**src/rtl/mem_lsu_if.sv**
```systemverilog
// Issue, memory-port and writeback signals of the load/store unit.
// master is the LSU side; slave is the surrounding pipeline and memory.
interface mem_lsu_if #(
  parameter int XLEN = 32
);
  localparam int STRB_W = XLEN / 8;

  logic              issue_valid;
  logic              issue_ready;
  logic              issue_store;
  logic [1:0]        size;
  logic              unsigned_ld;
  logic [XLEN-1:0]   rs1;
  logic [XLEN-1:0]   rs2;
  logic [XLEN-1:0]   immediate;
  logic [4:0]        rd_i;

  logic              mem_req_v;
  logic              mem_we;
  logic [XLEN-1:0]   mem_adr;
  logic [XLEN-1:0]   mem_wdata;
  logic [STRB_W-1:0] mem_strobe;
  logic              mem_ack;
  logic [XLEN-1:0]   mem_rdata;
  logic              mem_err;

  logic              wb_valid;
  logic              wb_ready;
  logic [XLEN-1:0]   wb_result;
  logic [4:0]        wb_rd;
  logic              wb_exc;
  logic [1:0]        wb_cause;

  modport master (
    input  issue_valid, issue_store, size, unsigned_ld, rs1, rs2, immediate, rd_i,
    output issue_ready,
    output mem_req_v, mem_we, mem_adr, mem_wdata, mem_strobe,
    input  mem_ack, mem_rdata, mem_err,
    output wb_valid, wb_result, wb_rd, wb_exc, wb_cause,
    input  wb_ready
  );

  modport slave (
    output issue_valid, issue_store, size, unsigned_ld, rs1, rs2, immediate, rd_i,
    input  issue_ready,
    input  mem_req_v, mem_we, mem_adr, mem_wdata, mem_strobe,
    output mem_ack, mem_rdata, mem_err,
    input  wb_valid, wb_result, wb_rd, wb_exc, wb_cause,
    output wb_ready
  );
endinterface

```
**src/rtl/mem_lsu.sv**
```systemverilog
// Multi-cycle load/store unit: address/alignment check, strobed memory request, load extension, held writeback.
// Define MEM_LSU_TIMEOUT_EN to fault a request that waits TIMEOUT cycles without mem_ack.
module mem_lsu #(
  parameter int XLEN    = 32,
  parameter int STRB_W  = XLEN / 8,
  parameter int TIMEOUT = 64
) (
  input logic       clk,
  input logic       rst,
  mem_lsu_if.master bus
);
  localparam int OFF_W = $clog2(STRB_W);

  if ((XLEN != 32 && XLEN != 64) || TIMEOUT < 2) begin : g_param_check
    $error("mem_lsu: XLEN must be 32 or 64 and TIMEOUT at least 2");
  end

  typedef enum logic [1:0] {ST_IDLE, ST_WAIT, ST_DONE} state_e;

  state_e            state_q, state_d;
  logic              mem_req_v_q, mem_req_v_d;
  logic              mem_we_q, mem_we_d;
  logic [XLEN-1:0]   mem_adr_q, mem_adr_d;
  logic [XLEN-1:0]   mem_wdata_q, mem_wdata_d;
  logic [STRB_W-1:0] mem_strobe_q, mem_strobe_d;
  logic              wb_valid_q, wb_valid_d;
  logic              wb_exc_q, wb_exc_d;
  logic [1:0]        wb_cause_q, wb_cause_d;
  logic [XLEN-1:0]   wb_result_q, wb_result_d;
  logic [4:0]        wb_rd_q, wb_rd_d;
  logic [1:0]        ld_size_q, ld_size_d;
  logic              ld_unsigned_q, ld_unsigned_d;
  logic [4:0]        ld_rd_q, ld_rd_d;
  logic [OFF_W-1:0]  ld_off_q, ld_off_d;
`ifdef MEM_LSU_TIMEOUT_EN
  localparam int TMO_W = $clog2(TIMEOUT);
  logic [TMO_W-1:0]  tmo_q, tmo_d;
`endif

  logic              issue_ready;
  logic              accept;
  logic [XLEN-1:0]   ea;
  logic [OFF_W-1:0]  off;
  logic              misaligned;
  logic [STRB_W-1:0] strb_base;
  logic [XLEN-1:0]   ld_shifted;
  logic [XLEN-1:0]   ld_ext;
  logic              ld_sign;
  int unsigned       ext_w;

  assign issue_ready = (state_q == ST_IDLE) || (state_q == ST_DONE && bus.wb_ready);
  assign accept      = bus.issue_valid && issue_ready;
  assign ea          = bus.rs1 + bus.immediate;
  assign off         = ea[OFF_W-1:0];

  always_comb begin
    misaligned = 1'b0;
    case (bus.size)
      2'd0:    misaligned = 1'b0;
      2'd1:    misaligned = off[0];
      2'd2:    misaligned = |off[1:0];
      default: misaligned = (XLEN == 32) ? 1'b1 : |off;
    endcase
    strb_base = '0;
    for (int i = 0; i < STRB_W; i++) begin
      strb_base[i] = (i < (1 << bus.size));
    end
  end

  // Load data arrives word-aligned; bring the addressed lane down and extend above its width.
  always_comb begin
    ld_shifted = bus.mem_rdata >> {ld_off_q, 3'b000};
    ext_w      = 32'd8 << ld_size_q;
    case (ld_size_q)
      2'd0:    ld_sign = ld_shifted[7];
      2'd1:    ld_sign = ld_shifted[15];
      2'd2:    ld_sign = ld_shifted[31];
      default: ld_sign = ld_shifted[XLEN-1];
    endcase
    ld_sign = ld_sign && !ld_unsigned_q;
    ld_ext  = ld_shifted;
    for (int i = 0; i < XLEN; i++) begin
      if (i >= ext_w) ld_ext[i] = ld_sign;
    end
  end

  always_comb begin
    state_d       = state_q;
    mem_req_v_d   = mem_req_v_q;
    mem_we_d      = mem_we_q;
    mem_adr_d     = mem_adr_q;
    mem_wdata_d   = mem_wdata_q;
    mem_strobe_d  = mem_strobe_q;
    wb_valid_d    = wb_valid_q;
    wb_exc_d      = wb_exc_q;
    wb_cause_d    = wb_cause_q;
    wb_result_d   = wb_result_q;
    wb_rd_d       = wb_rd_q;
    ld_size_d     = ld_size_q;
    ld_unsigned_d = ld_unsigned_q;
    ld_rd_d       = ld_rd_q;
    ld_off_d      = ld_off_q;
`ifdef MEM_LSU_TIMEOUT_EN
    tmo_d         = tmo_q;
`endif

    case (state_q)
      ST_WAIT: begin
        if (bus.mem_ack) begin
          state_d     = ST_DONE;
          mem_req_v_d = 1'b0;
          wb_valid_d  = 1'b1;
          if (bus.mem_err) begin
            wb_exc_d    = 1'b1;
            wb_cause_d  = 2'd2;
            wb_rd_d     = '0;
            wb_result_d = mem_adr_q;
          end else begin
            wb_exc_d    = 1'b0;
            wb_cause_d  = 2'd0;
            wb_rd_d     = mem_we_q ? 5'd0 : ld_rd_q;
            wb_result_d = mem_we_q ? '0 : ld_ext;
          end
        end
`ifdef MEM_LSU_TIMEOUT_EN
        else if (tmo_q == TMO_W'(TIMEOUT - 1)) begin
          state_d     = ST_DONE;
          mem_req_v_d = 1'b0;
          wb_valid_d  = 1'b1;
          wb_exc_d    = 1'b1;
          wb_cause_d  = 2'd3;
          wb_rd_d     = '0;
          wb_result_d = mem_adr_q;
        end else begin
          tmo_d = tmo_q + 1'b1;
        end
`endif
      end
      ST_DONE: begin
        if (bus.wb_ready) begin
          state_d    = ST_IDLE;
          wb_valid_d = 1'b0;
        end
      end
      default: ;
    endcase

    // An accept in DONE overrides the return to IDLE so back-to-back ops see no bubble.
    if (accept) begin
      if (misaligned) begin
        state_d     = ST_DONE;
        wb_valid_d  = 1'b1;
        wb_exc_d    = 1'b1;
        wb_cause_d  = 2'd1;
        wb_result_d = ea;
        wb_rd_d     = '0;
      end else begin
        state_d       = ST_WAIT;
        wb_valid_d    = 1'b0;
        mem_req_v_d   = 1'b1;
        mem_we_d      = bus.issue_store;
        mem_adr_d     = ea;
        mem_strobe_d  = strb_base << off;
        mem_wdata_d   = bus.rs2 << {off, 3'b000};
        ld_size_d     = bus.size;
        ld_unsigned_d = bus.unsigned_ld;
        ld_rd_d       = bus.rd_i;
        ld_off_d      = off;
`ifdef MEM_LSU_TIMEOUT_EN
        tmo_d         = '0;
`endif
      end
    end
  end

  always_ff @(posedge clk) begin
    if (rst) begin
      state_q       <= ST_IDLE;
      mem_req_v_q   <= 1'b0;
      mem_we_q      <= 1'b0;
      mem_adr_q     <= '0;
      mem_wdata_q   <= '0;
      mem_strobe_q  <= '0;
      wb_valid_q    <= 1'b0;
      wb_exc_q      <= 1'b0;
      wb_cause_q    <= '0;
      wb_result_q   <= '0;
      wb_rd_q       <= '0;
      ld_size_q     <= '0;
      ld_unsigned_q <= 1'b0;
      ld_rd_q       <= '0;
      ld_off_q      <= '0;
`ifdef MEM_LSU_TIMEOUT_EN
      tmo_q         <= '0;
`endif
    end else begin
      state_q       <= state_d;
      mem_req_v_q   <= mem_req_v_d;
      mem_we_q      <= mem_we_d;
      mem_adr_q     <= mem_adr_d;
      mem_wdata_q   <= mem_wdata_d;
      mem_strobe_q  <= mem_strobe_d;
      wb_valid_q    <= wb_valid_d;
      wb_exc_q      <= wb_exc_d;
      wb_cause_q    <= wb_cause_d;
      wb_result_q   <= wb_result_d;
      wb_rd_q       <= wb_rd_d;
      ld_size_q     <= ld_size_d;
      ld_unsigned_q <= ld_unsigned_d;
      ld_rd_q       <= ld_rd_d;
      ld_off_q      <= ld_off_d;
`ifdef MEM_LSU_TIMEOUT_EN
      tmo_q         <= tmo_d;
`endif
    end
  end

  assign bus.issue_ready = issue_ready;
  assign bus.mem_req_v   = mem_req_v_q;
  assign bus.mem_we      = mem_we_q;
  assign bus.mem_adr     = mem_adr_q;
  assign bus.mem_wdata   = mem_wdata_q;
  assign bus.mem_strobe  = mem_strobe_q;
  assign bus.wb_valid    = wb_valid_q;
  assign bus.wb_exc      = wb_exc_q;
  assign bus.wb_cause    = wb_cause_q;
  assign bus.wb_result   = wb_result_q;
  assign bus.wb_rd       = wb_rd_q;
endmodule
```
**src/flat_wrapper.sv**
```systemverilog
// flat-port wrapper written by rule: the top's interface ports become plain ports
module mem_lsu_flat 
#(
  parameter int XLEN    = 32,
  parameter int STRB_W  = XLEN / 8,
  parameter int TIMEOUT = 64
)
  (clk, rst, bus_issue_valid, bus_issue_store, bus_size, bus_unsigned_ld, bus_rs1, bus_rs2, bus_immediate, bus_rd_i, bus_issue_ready, bus_mem_req_v, bus_mem_we, bus_mem_adr, bus_mem_wdata, bus_mem_strobe, bus_mem_ack, bus_mem_rdata, bus_mem_err, bus_wb_valid, bus_wb_result, bus_wb_rd, bus_wb_exc, bus_wb_cause, bus_wb_ready);
  mem_lsu_if #(.XLEN(XLEN)) bus_i ();
  input logic clk;
  input logic rst;
  input wire logic [$bits(bus_i.issue_valid)-1:0] bus_issue_valid;
  input wire logic [$bits(bus_i.issue_store)-1:0] bus_issue_store;
  input wire logic [$bits(bus_i.size)-1:0] bus_size;
  input wire logic [$bits(bus_i.unsigned_ld)-1:0] bus_unsigned_ld;
  input wire logic [$bits(bus_i.rs1)-1:0] bus_rs1;
  input wire logic [$bits(bus_i.rs2)-1:0] bus_rs2;
  input wire logic [$bits(bus_i.immediate)-1:0] bus_immediate;
  input wire logic [$bits(bus_i.rd_i)-1:0] bus_rd_i;
  output wire logic [$bits(bus_i.issue_ready)-1:0] bus_issue_ready;
  output wire logic [$bits(bus_i.mem_req_v)-1:0] bus_mem_req_v;
  output wire logic [$bits(bus_i.mem_we)-1:0] bus_mem_we;
  output wire logic [$bits(bus_i.mem_adr)-1:0] bus_mem_adr;
  output wire logic [$bits(bus_i.mem_wdata)-1:0] bus_mem_wdata;
  output wire logic [$bits(bus_i.mem_strobe)-1:0] bus_mem_strobe;
  input wire logic [$bits(bus_i.mem_ack)-1:0] bus_mem_ack;
  input wire logic [$bits(bus_i.mem_rdata)-1:0] bus_mem_rdata;
  input wire logic [$bits(bus_i.mem_err)-1:0] bus_mem_err;
  output wire logic [$bits(bus_i.wb_valid)-1:0] bus_wb_valid;
  output wire logic [$bits(bus_i.wb_result)-1:0] bus_wb_result;
  output wire logic [$bits(bus_i.wb_rd)-1:0] bus_wb_rd;
  output wire logic [$bits(bus_i.wb_exc)-1:0] bus_wb_exc;
  output wire logic [$bits(bus_i.wb_cause)-1:0] bus_wb_cause;
  input wire logic [$bits(bus_i.wb_ready)-1:0] bus_wb_ready;
  assign bus_i.issue_valid = bus_issue_valid;
  assign bus_i.issue_store = bus_issue_store;
  assign bus_i.size = bus_size;
  assign bus_i.unsigned_ld = bus_unsigned_ld;
  assign bus_i.rs1 = bus_rs1;
  assign bus_i.rs2 = bus_rs2;
  assign bus_i.immediate = bus_immediate;
  assign bus_i.rd_i = bus_rd_i;
  assign bus_issue_ready = bus_i.issue_ready;
  assign bus_mem_req_v = bus_i.mem_req_v;
  assign bus_mem_we = bus_i.mem_we;
  assign bus_mem_adr = bus_i.mem_adr;
  assign bus_mem_wdata = bus_i.mem_wdata;
  assign bus_mem_strobe = bus_i.mem_strobe;
  assign bus_i.mem_ack = bus_mem_ack;
  assign bus_i.mem_rdata = bus_mem_rdata;
  assign bus_i.mem_err = bus_mem_err;
  assign bus_wb_valid = bus_i.wb_valid;
  assign bus_wb_result = bus_i.wb_result;
  assign bus_wb_rd = bus_i.wb_rd;
  assign bus_wb_exc = bus_i.wb_exc;
  assign bus_wb_cause = bus_i.wb_cause;
  assign bus_i.wb_ready = bus_wb_ready;
  mem_lsu #(.XLEN(XLEN), .STRB_W(STRB_W), .TIMEOUT(TIMEOUT)) u_core (.clk(clk), .rst(rst), .bus(bus_i));
endmodule
```
**config.mk**
```make
export PLATFORM = sky130hd
export DESIGN_NAME = mem_lsu_flat
export DESIGN_NICKNAME = d
export VERILOG_FILES = /design/src/rtl/mem_lsu_if.sv /design/src/rtl/mem_lsu.sv /design/src/flat_wrapper.sv
export SDC_FILE = /design/constraint.sdc
export NUM_CORES = 1
export LEC_CHECK = 0
export ABC_AREA = 1
export BUFFER_PORTS_ARGS = -buffer_cell sky130_fd_sc_hd__buf_2
export CAP_MARGIN = 20
export CELL_PAD_IN_SITES_DETAIL_PLACEMENT = 0
export CELL_PAD_IN_SITES_GLOBAL_PLACEMENT = 2
export CORE_MARGIN = 5
export CORE_UTILIZATION = 29
export CTS_BUF_LIST = sky130_fd_sc_hd__clkbuf_4 sky130_fd_sc_hd__clkbuf_8
export DETAILED_ROUTE_END_ITERATION = 16
export PLACE_DENSITY = 0.95
export SKIP_LAST_GASP = 1
export SYNTH_ARGS = -nofsm -noshare
export SYNTH_HDL_FRONTEND = slang
export SYNTH_SLANG_ARGS = --single-unit
```
**constraint.sdc**
```tcl
create_clock -name clk -period 4.5 [get_ports clk]
set_input_delay 0.45 -clock clk [delete_from_list [all_inputs] [get_ports clk]]
set_output_delay 0.45 -clock clk [all_outputs]
set_load 0.1 [all_outputs]
```
==> results of run 1 <==
[flip-flops by register name, summed over array words and instances (netlist names)]
name,count
u_core.state_q,2
u_core.bus.wb_rd,5
u_core.bus.mem_req_v,1
u_core.bus.wb_cause,2
u_core.ld_rd_q,5
u_core.ld_unsigned_q,1
u_core.ld_size_q,2
u_core.bus.mem_strobe,4
u_core.bus.wb_exc,1
u_core.bus.mem_we,1
u_core.bus.mem_wdata,32
u_core.bus.wb_result,32
u_core.bus.mem_adr,31
u_core.ld_off_q,1
[worst min-delay path, delay by kind of cell]
family | cells | cell delay, ns
buffers and inverters | 1 | 0.08
AND/OR/NAND/NOR | 2 | 0.11
[final timing paths]
| kind | endpoint | slack [ns] | cells after the start |
|---|---|---|---|
| min reg2reg | u_core.bus.wb_rd[2] | 0.46 | 2 |
| min | u_core.ld_rd_q[0] | 0.23 | 3 |
| max reg2reg | u_core.bus.wb_result[29] | 1.76 | 13 |
| max | u_core.bus.mem_adr[12] | 1.14 | 12 |
[power groups by stage]
stage | sequential, mW | clock, mW | combinational (mW)
after floorplan | 2.27 | 0 | 0.835
after global placement | 1.34 | 0 | 2.27
after detailed placement | 1.34 | 0 | 2.28
after CTS | 1.32 | 1.11 | 2.29
after global routing | 1.34 | 1.16 | 2.44
final | 1.32 | 1.10 | 2.28
[stage by stage]
step           hold slack [ns]  utilization [%]
5_1_grt                  0.235             36.6
3_5_place_dp             0.454             35.0
6_report                 0.230             36.6
2_1_floorplan            0.441                -
4_1_cts                  0.211             36.6
3_3_place_gp             0.450             35.0
[cells in the final DEF (no fill, tap or decap), types with 11 or more instances in the layout]
master    Yosys  final
nand2_1     433    433
buf_2        18    254
inv_1       171    171
nor2_1      140    140
dfxtp_1     120    120
o21ai_0      96     96
a21oi_1      88     88
nand3_1      71     71
ha_1         34     34
clkbuf_8      0     18
a22oi_1      17     17
a31oi_1      12     12
o211ai_1     11     11
[layer usage]
metal | vias to the layer above | GRT usage, % | wire, um
li1 | 4759 | - | -
met2 | 328 | 30.9 | 14500
met5 | - | 0 | 0
met3 | 42 | 4.54 | 2640
met4 | 0 | 5.77 | 751
met1 | 4151 | 26.5 | 14600
[cell families (layout without fill, tap and decap cells)]
| kind of cell | Yosys count | count (layout) | synth area share, % |
|---|---|---|---|
| and+or+nand+nor | 677 | 677 | 33.3 |
| xor gates and xnor gates | 15 | 15 | 1.61 |
| DFF | 120 | 120 | 29.4 |
| buffers and inverters | 231 | 472 | 11.2 |
| AOI/OAI and AO/OA | 262 | 262 | 18.3 |
| muxes | 6 | 6 | 0.735 |
| adders and majority gates | 35 | 35 | 5.45 |
[final cells by class]
type / instances / area, um^2
timing repair buffer: 263 / 1340
clock buffer: 21 / 270
clock inverter: 11 / 170
multi-input combinational: 995 / 4850
sequential: 120 / 2400
inverter: 177 / 664
tap: 378 / 473
fill: 3145 / 17600
==> results.md, run 1 <==
- Core Region: 0.0278 mm^2
- DR iter-0 viols: 573
- First-pass GRT wire length: 48.0 mm
- Slew Limit Fails: 0
- Die ar.: 0.0316 mm^2
- Share of layout cells above drive strength 1: 20.2%
- Antenna violations before repair: 0
- WP buf/inv: 6
- Dpl hpwl: 26.0 mm
- Die Y-Extent: 178 um
- GRT Util Overall: 19.5%
- Final setup fails: 0
- Sequential Power Share: 28.1%
- Placed instance area: 0.00973 mm^2
- Leading area contributor after synthesis: dfxtp_1
- Minimum clock period after layout: 3.36 ns
- Clk sinks: 120
- F_max: 298 MHz
- P_int: 2.31 mW
- Pin count of the biggest net entering global routing: 47
- Pre-Repair DR Iteration Count: 5
- Wirelength per Cell: 16.5 um
- Number of synthesized flops with an enable pin: 0
- Syn avg cell area: 6.07 um^2
- Net Switching: 2.39 mW
- Vias per cell: 4.72
- PwrDens: 462 mW/mm^2
- FF+latch count, synth: 120
- Crit start category: primary input
- Element type at the critical path end: flip-flop
- Logic pwr share: 48.6%
- FP Rows: 61
- VDD IR-drop max: 0.193 mV
- Clock skew: 0.00982 ns
- Place WS: 0.698 ns
- Final Cell Area: 0.0102 mm^2
- Pleak: 5.48 nW
- DRC: 0
- Pwr Total: 4.70 mW
- Dpl cells: 1,933
- CTS tree: built
- CTS max path bufs: 2
- CP max stage delay: 0.93 ns
- Synth Warn #: 0
- Finished Layout Cells: 1,965
- Setup ws final: 1.14 ns
- Max_cap viols: 0
- Total CTS buffers: 17
- Setup CP Type: primary input to flip-flop
- Ys async rst share: 0%
- Critical path arrival: 3.69 ns
- Post-CTS setup buffer count: 0
- R2r startpoint: u_core.ld_off_q[0]
- Final Hold Fails: 0
- Post-synth top area share: 29.4%
- HP Class: primary input to flip-flop
- Via count: 9,280
- Number of global-route vias before repair: 8,367
- Final wirelength: 32.4 mm
- Seq/Total Area, Yosys: 29.4%
- Worst skew pair latency: 0.44 ns
- Post-Synthesis Cells: 1,346
- Cell Area, Synth: 0.00818 mm^2
- Sw Ratio: 50.8%
- Crit path max-delay family: buffers and inverters
- Most numerous cell in the Yosys netlist: nand2_1
- Max Fanout on Critical Path: 46
- RSZ-0062 raised after global routing: no
- # IOs: 255
- Worst path slowest cell: fa_1
- Total Nets Final: 1,752
- Grt total ovfl: 0
- Setup Total Neg Slack: 0 ns
- Yosys cell types: 40
- Synth top area cells: dfxtp_1 (29%), nand2_1 (20%), inv_1 (7.9%)
- Syn Nets: 1,524
- Worst setup startpoint: bus_immediate[0]
- Syn-to-layout area delta: 24.4%
- Dominant synthesized flop cell: dfxtp_1
- IO buf count: 254
- Clock share of power: 23.3%
- Max transition margin: 34.4%
- Htree depth: 4
- Antenna cells: 0
- Clock slew at reported path FFs: 0.07 ns
- Die Width: 178 um
- Final Cycle Share: 74.6%
- Min-delay src: bus_rd_i[0]
- CP Data Required Time: 4.83 ns
- Hold Buf Count CTS: 0
- Antenna Nets Post-Route: 0
- Most frequent cells after synthesis: nand2_1 (433), inv_1 (171), nor2_1 (140), dfxtp_1 (120), o21ai_0 (96)
- Outcome: complete, no violations
- RD Place Congestion: 0.873
- Crit-path cells: buf_2, ha_1, inv_1, fa_1, inv_2, o21ai_2, nand2_2, nor2_4, inv_2, buf_4, o21ai_0, inv_1
- Tightest Pin Transition: 0.984 ns
- Starting Density: 29.4%
- Clock root cell: clkbuf_8
- PostCTS Resize Cnt: 0
No activity file was read; power rests on OpenSTA's default activity.
==> run 2, diff against run 1 <==
- CORE_UTILIZATION: 29 -> 24
- PLACE_DENSITY: 0.95 -> 0.88
- clock period: 4.5 -> 3 ns (I/O delays scaled with it)
==> results.md, run 2 (synthesized netlist as in run 1, its figures left out) <==
- Clock skew: 0.0119 ns
- R2r startpoint: u_core.state_q[0]
- # IOs: 255
- Pre-Repair DR Iteration Count: 5
- Crit start category: primary input
- GRT Util Overall: 17.7%
- FF/Latch Area: 0.00240 mm^2
- Logic pwr share: 50.5%
- Final Hold Fails: 0
- CP Data Required Time: 3.38 ns
- Clock slew at reported path FFs: 0.08 ns
- Minimum clock period after layout: 2.32 ns
- FP Rows: 67
- F_max: 430 MHz
- Number of fill cells: 3,891
- CTS tree: built
- Clk sinks: 120
- Hold Buf Count CTS: 0
- Htree depth: 4
- Worst setup startpoint: bus_immediate[0]
- Min-delay src: bus_rd_i[0]
- Grt total ovfl: 0
- Total Nets Final: 1,761
- Critical path arrival: 2.70 ns
- DRC: 0
- HP Class: primary input to flip-flop
- RD Place Congestion: 0.866
- Final Cycle Share: 77.5%
- Pwr Total: 6.94 mW
- IO buf count: 254
- Net Switching: 3.67 mW
- DR iter-0 viols: 619
- Die Width: 195 um
- Die Y-Extent: 195 um
- PwrDens: 675 mW/mm^2
- Clock share of power: 21.1%
- Core Region: 0.0336 mm^2
- Max transition margin: 34.5%
- Final wirelength: 34.8 mm
- Area of the multi-input gates: 0.00485 mm^2
- Setup CP Type: primary input to flip-flop
- Setup Total Neg Slack: 0 ns
- Dpl hpwl: 27.9 mm
- Post-CTS setup buffer count: 0
- Sw Ratio: 52.9%
- Worst skew pair latency: 0.44 ns
- Final setup fails: 0
- Starting Density: 24.3%
- Pin count of the biggest net entering global routing: 77
- Die ar.: 0.0379 mm^2
- Max_cap viols: 0
- CTS max path bufs: 2
- P_int: 3.27 mW
- Fin util: 30.6%
- Antenna Nets Post-Route: 0
- RSZ-0062 raised after global routing: no
- Wirelength per Cell: 17.0 um
- Most common cell after layout, fill and taps aside: nand2_1
- Tightest Pin Transition: 0.982 ns
- VDD IR-drop max: 0.248 mV
- Vias per cell: 4.58
- Syn-to-layout area delta: 25.8%
- Pleak: 5.48 nW
- First-pass GRT wire length: 52.9 mm
- Outcome: complete, no violations
- Max Fanout on Critical Path: 76
- Number of global-route vias before repair: 9,147
- Share of layout cells above drive strength 1: 20.6%
- Clock root cell: clkbuf_8
- PostCTS Resize Cnt: 0
- Element type at the critical path end: flip-flop
- Via count: 9,366
- Antenna violations before repair: 3
- Slew Limit Fails: 0
- Total CTS buffers: 17
- Sequential Power Share: 28.4%
- Commonest cells after routing, fill and taps aside: nand2_1 (433), buf_2 (254), inv_1 (171)
## run 2: cell count changes in the layout (fill, tap and decap cells not counted)
| cell | change |
|---|---|
| dfxtp_1 | -1 |
| buf_12 | +1 |
| bufinv_16 | -2 |
| inv_6 | +2 |
| diode_2 | +2 |
| clkinvlp_4 | +5 |
| clkinv_4 | -2 |
| buf_4 | +8 |
| clkbuf_8 | -1 |
| clkbuf_4 | -3 |
| dfxtp_2 | +1 |
## run 2: metrics by stage
stage / worst slack (ns) / hold slack, ns / instances / instance area, um^2
after floorplan: 0.220 / 0.435 / 1346 / 8180
after global placement: 0.278 / 0.448 / 2012 / 9900
after detailed placement: 0.203 / 0.453 / 2012 / 9900
after CTS: 0.691 / 0.0438 / 2043 / 10300
after global routing: 0.507 / 0.0612 / 2044 / 10300
final: 0.676 / 0.0697 / 2045 / 10300
## run 2: metal layers
metal	vias up	share of wire (%)	GRT usage [%]	routed length, um
met4	2	3.0	5.73	1030
li1	4777	-	-	-
met5	-	0.020	0	7
met1	4249	46	24.2	16100
met3	47	7.2	4.55	2510
met2	291	43	27.5	15100
## run 2: final cells by class
| class | count | share of cell area, % |
|---|---|---|
| Tap cell | 448 | 5.45 |
| Antenna cell | 2 | 0.0486 |
| Timing Repair Buffer | 272 | 13.8 |
| Clock buffer | 17 | 2.27 |
| Sequential cell | 120 | 23.4 |
| Multi-Input combinational cell | 995 | 47.2 |
| Inverter | 177 | 6.46 |
| Clock inverter | 14 | 1.44 |
## run 2: worst paths after layout
kind	to	slack, ns	depth (start not counted)
max	u_core.bus.mem_wdata[3]	0.68	13
min	u_core.ld_rd_q[0]	0.07	3
max reg2reg	u_core.bus.mem_wdata[3]	0.81	11
min reg2reg	u_core.bus.wb_rd[1]	0.46	2
## run 2: power by group through the flow
stage               sequential, mW  clock (mW)  combinational, mW
finish                        1.97        1.46               3.51
CTS                           1.97        1.49               3.51
global placement              2.01           0               3.49
floorplan                     3.40           0               1.25
global route                  2.00        1.56               3.76
detailed placement            2.01           0               3.50
## run 2: critical path, stage by stage
cell	delay, ns
buf_2	0.08
ha_1	0.20
inv_1	0.07
fa_1	0.55
inv_2	0.06
o21ai_2	0.16
nand2_2	0.10
nor2_4	0.13
buf_12	0.33
nand2_2	0.22
nor2_4	0.27
nand2_1	0.09
a21oi_1	0.13
==> run 3, diff against run 2 <==
- clock period: 3 -> 2.09 ns (I/O delays scaled with it)
==> results.md, run 3 (synthesized netlist as in run 1, its figures left out) <==
- Clk sinks: 120
- Clock slew at reported path FFs: 0.08 ns
- Wirelength per Cell: 16.4 um
- Total Nets Final: 1,819
- HP Class: primary input to flip-flop
- Max transition margin: 60.9%
- Via count: 9,472
- Crit path max-delay family: compound AO/OA/AOI/OAI gates
- Number of global-route vias before repair: 9,196
- FP Rows: 67
- DRC: 0
- Antenna violations before repair: 1
- VDD IR-drop max: 0.585 mV
- PwrDens: 937 mW/mm^2
- Final Hold Fails: 0
- CTS max path bufs: 2
- Critical path arrival: 2.27 ns
- Hold slack: 0.0404 ns
- R2r startpoint: u_core.state_q[1]
- # IOs: 255
- Clock root cell: clkbuf_8
- Final Cycle Share: 92.7%
- Share of layout cells above drive strength 1: 23.2%
- Number of fill cells: 3,799
- Htree depth: 4
- Most common cell after layout, fill and taps aside: nand2_1
- First-pass GRT wire length: 52.6 mm
- Pleak: 5.78 nW
- Reg2reg setup slack: 0.15 ns
- Placed instance area: 0.0104 mm^2
- Antenna Nets Post-Route: 0
- Clock skew: 0.0173 ns
- Final setup fails: 0
- Final wirelength: 34.6 mm
- Worst skew pair latency: 0.45 ns
- WP buf/inv: 3
- Place WS: -0.206 ns
- Crit start category: flip-flop
- Worst Hold End: u_core.bus.mem_wdata[1]
- Area of the multi-input gates: 0.00487 mm^2
- Final Cell Area: 0.0108 mm^2
- PostCTS Resize Cnt: 0
- IO buf count: 254
- Element type at the critical path end: flip-flop
- CTS tree: built
- Worst R2R Path Depth: 9
- GRT Util Overall: 17.6%
- CP max stage delay: 0.36 ns
- Hold Path Stages: 3
- Worst path depth: 9
- Setup ws final: 0.152 ns
- Total CTS buffers: 17
- Crit-path cells: inv_1, ha_1, inv_1, nor2_2, buf_4, a22oi_1, o31ai_1, nand2_1, o21ai_0
- Tightest Pin Transition: 0.591 ns
- Max Fanout on Critical Path: 13
- F_max: 516 MHz
- Pwr Total: 10.1 mW
- Pin count of the biggest net entering global routing: 53
- Max_cap viols: 0
- Die ar.: 0.0379 mm^2
- Minimum clock period after layout: 1.94 ns
- Commonest cells after routing, fill and taps aside: nand2_1 (432), buf_2 (254), inv_1 (171)
- Min-delay src: bus_rs2[1]
- Worst R2R End: u_core.bus.wb_result[7]
- Die Width: 195 um
- DR iter-0 viols: 631
- RSZ-0062 raised after global routing: no
- Critical Path Most Common Cell: inv_1
- Outcome: complete, no violations
- Setup CP Type: flip-flop to flip-flop
- Setup Total Neg Slack: 0 ns
- Slew Limit Fails: 0
- Core Region: 0.0336 mm^2
- Dpl hpwl: 28.7 mm
- Die Y-Extent: 195 um
- Grt total ovfl: 0
- Starting Density: 24.3%
- Syn-to-layout area delta: 32.4%
- Vias per cell: 4.50
- Pre-Repair DR Iteration Count: 6
- CP Data Required Time: 2.42 ns
- Worst path slowest cell: dfxtp_4
- FF/Latch Area: 0.00241 mm^2
- RD Place Congestion: 0.895
-- run 3: cell count changes in the layout (fill, tap and decap cells not counted), sizes merged --
cell | previous run | this run
clkbuf | 17 | 18
dlygate4sd3 | 0 | 8
bufinv | 2 | 1
buf | 272 | 322
diode | 2 | 1
clkinvlp | 5 | 4
inv | 181 | 183
-- run 3: power breakdown --
group          switching, mW  internal (mW)
Combinational           4.02           1.22
Clock                   1.06          0.978
Sequential             0.246           2.61
-- run 3: layout make-up --
class,count,share of cell area [%]
Antenna cell,1,0.0231
Clock buffer,18,2.23
Clock inverter,14,1.28
Inverter,177,6.14
Multi-Input combinational cell,995,45.0
Sequential cell,120,22.3
Tap cell,448,5.18
Timing Repair Buffer,330,17.9
-- run 3: worst min-delay path: cells and delay by family --
family / cells / cell delay [ns]
AO/OA/AOI/OAI: 1 / 0.05
buffers and inverters: 1 / 0.12
AND/OR/NAND/NOR: 1 / 0.06
-- run 3: per-layer routing --
metal  vias up  part of all wire, %  track usage [%]
li1       4890                    -                -
met1      4253                   47             24.6
met2       295                   44             27.6
met3        34                  6.1             3.39
met4         0                  2.3             4.82
met5         -                    0                0
-- run 3: worst max path at each step --
stage                                          end          startpoint  slack, ns
after detailed placement   u_core.bus.mem_wdata[3]    bus_immediate[0]      -0.21
after global placement     u_core.bus.mem_wdata[1]    bus_immediate[0]      -0.15
after global routing      u_core.bus.wb_result[29]  u_core.ld_off_q[0]       0.05
after floorplan           u_core.bus.wb_result[15]   u_core.state_q[1]       0.04
after CTS                  u_core.bus.wb_result[7]   u_core.state_q[1]       0.20
final                      u_core.bus.wb_result[7]   u_core.state_q[1]       0.15
-- run 3: metrics by stage --
| stage | instances | util [%] |
|---|---|---|
| CTS | 2102 | 32.2 |
| detailed placement | 2062 | 30.8 |
| global placement | 2062 | 30.8 |
| finish | 2103 | 32.2 |
| global route | 2103 | 32.2 |
| floorplan | 1346 | - |
-- run 3: what timing repair did --
item                                    CTS  global route
endpoints found under the setup margin    0             0
setup buffers                             0             0
hold buffers                              8             0
endpoints found under the hold margin    11             0
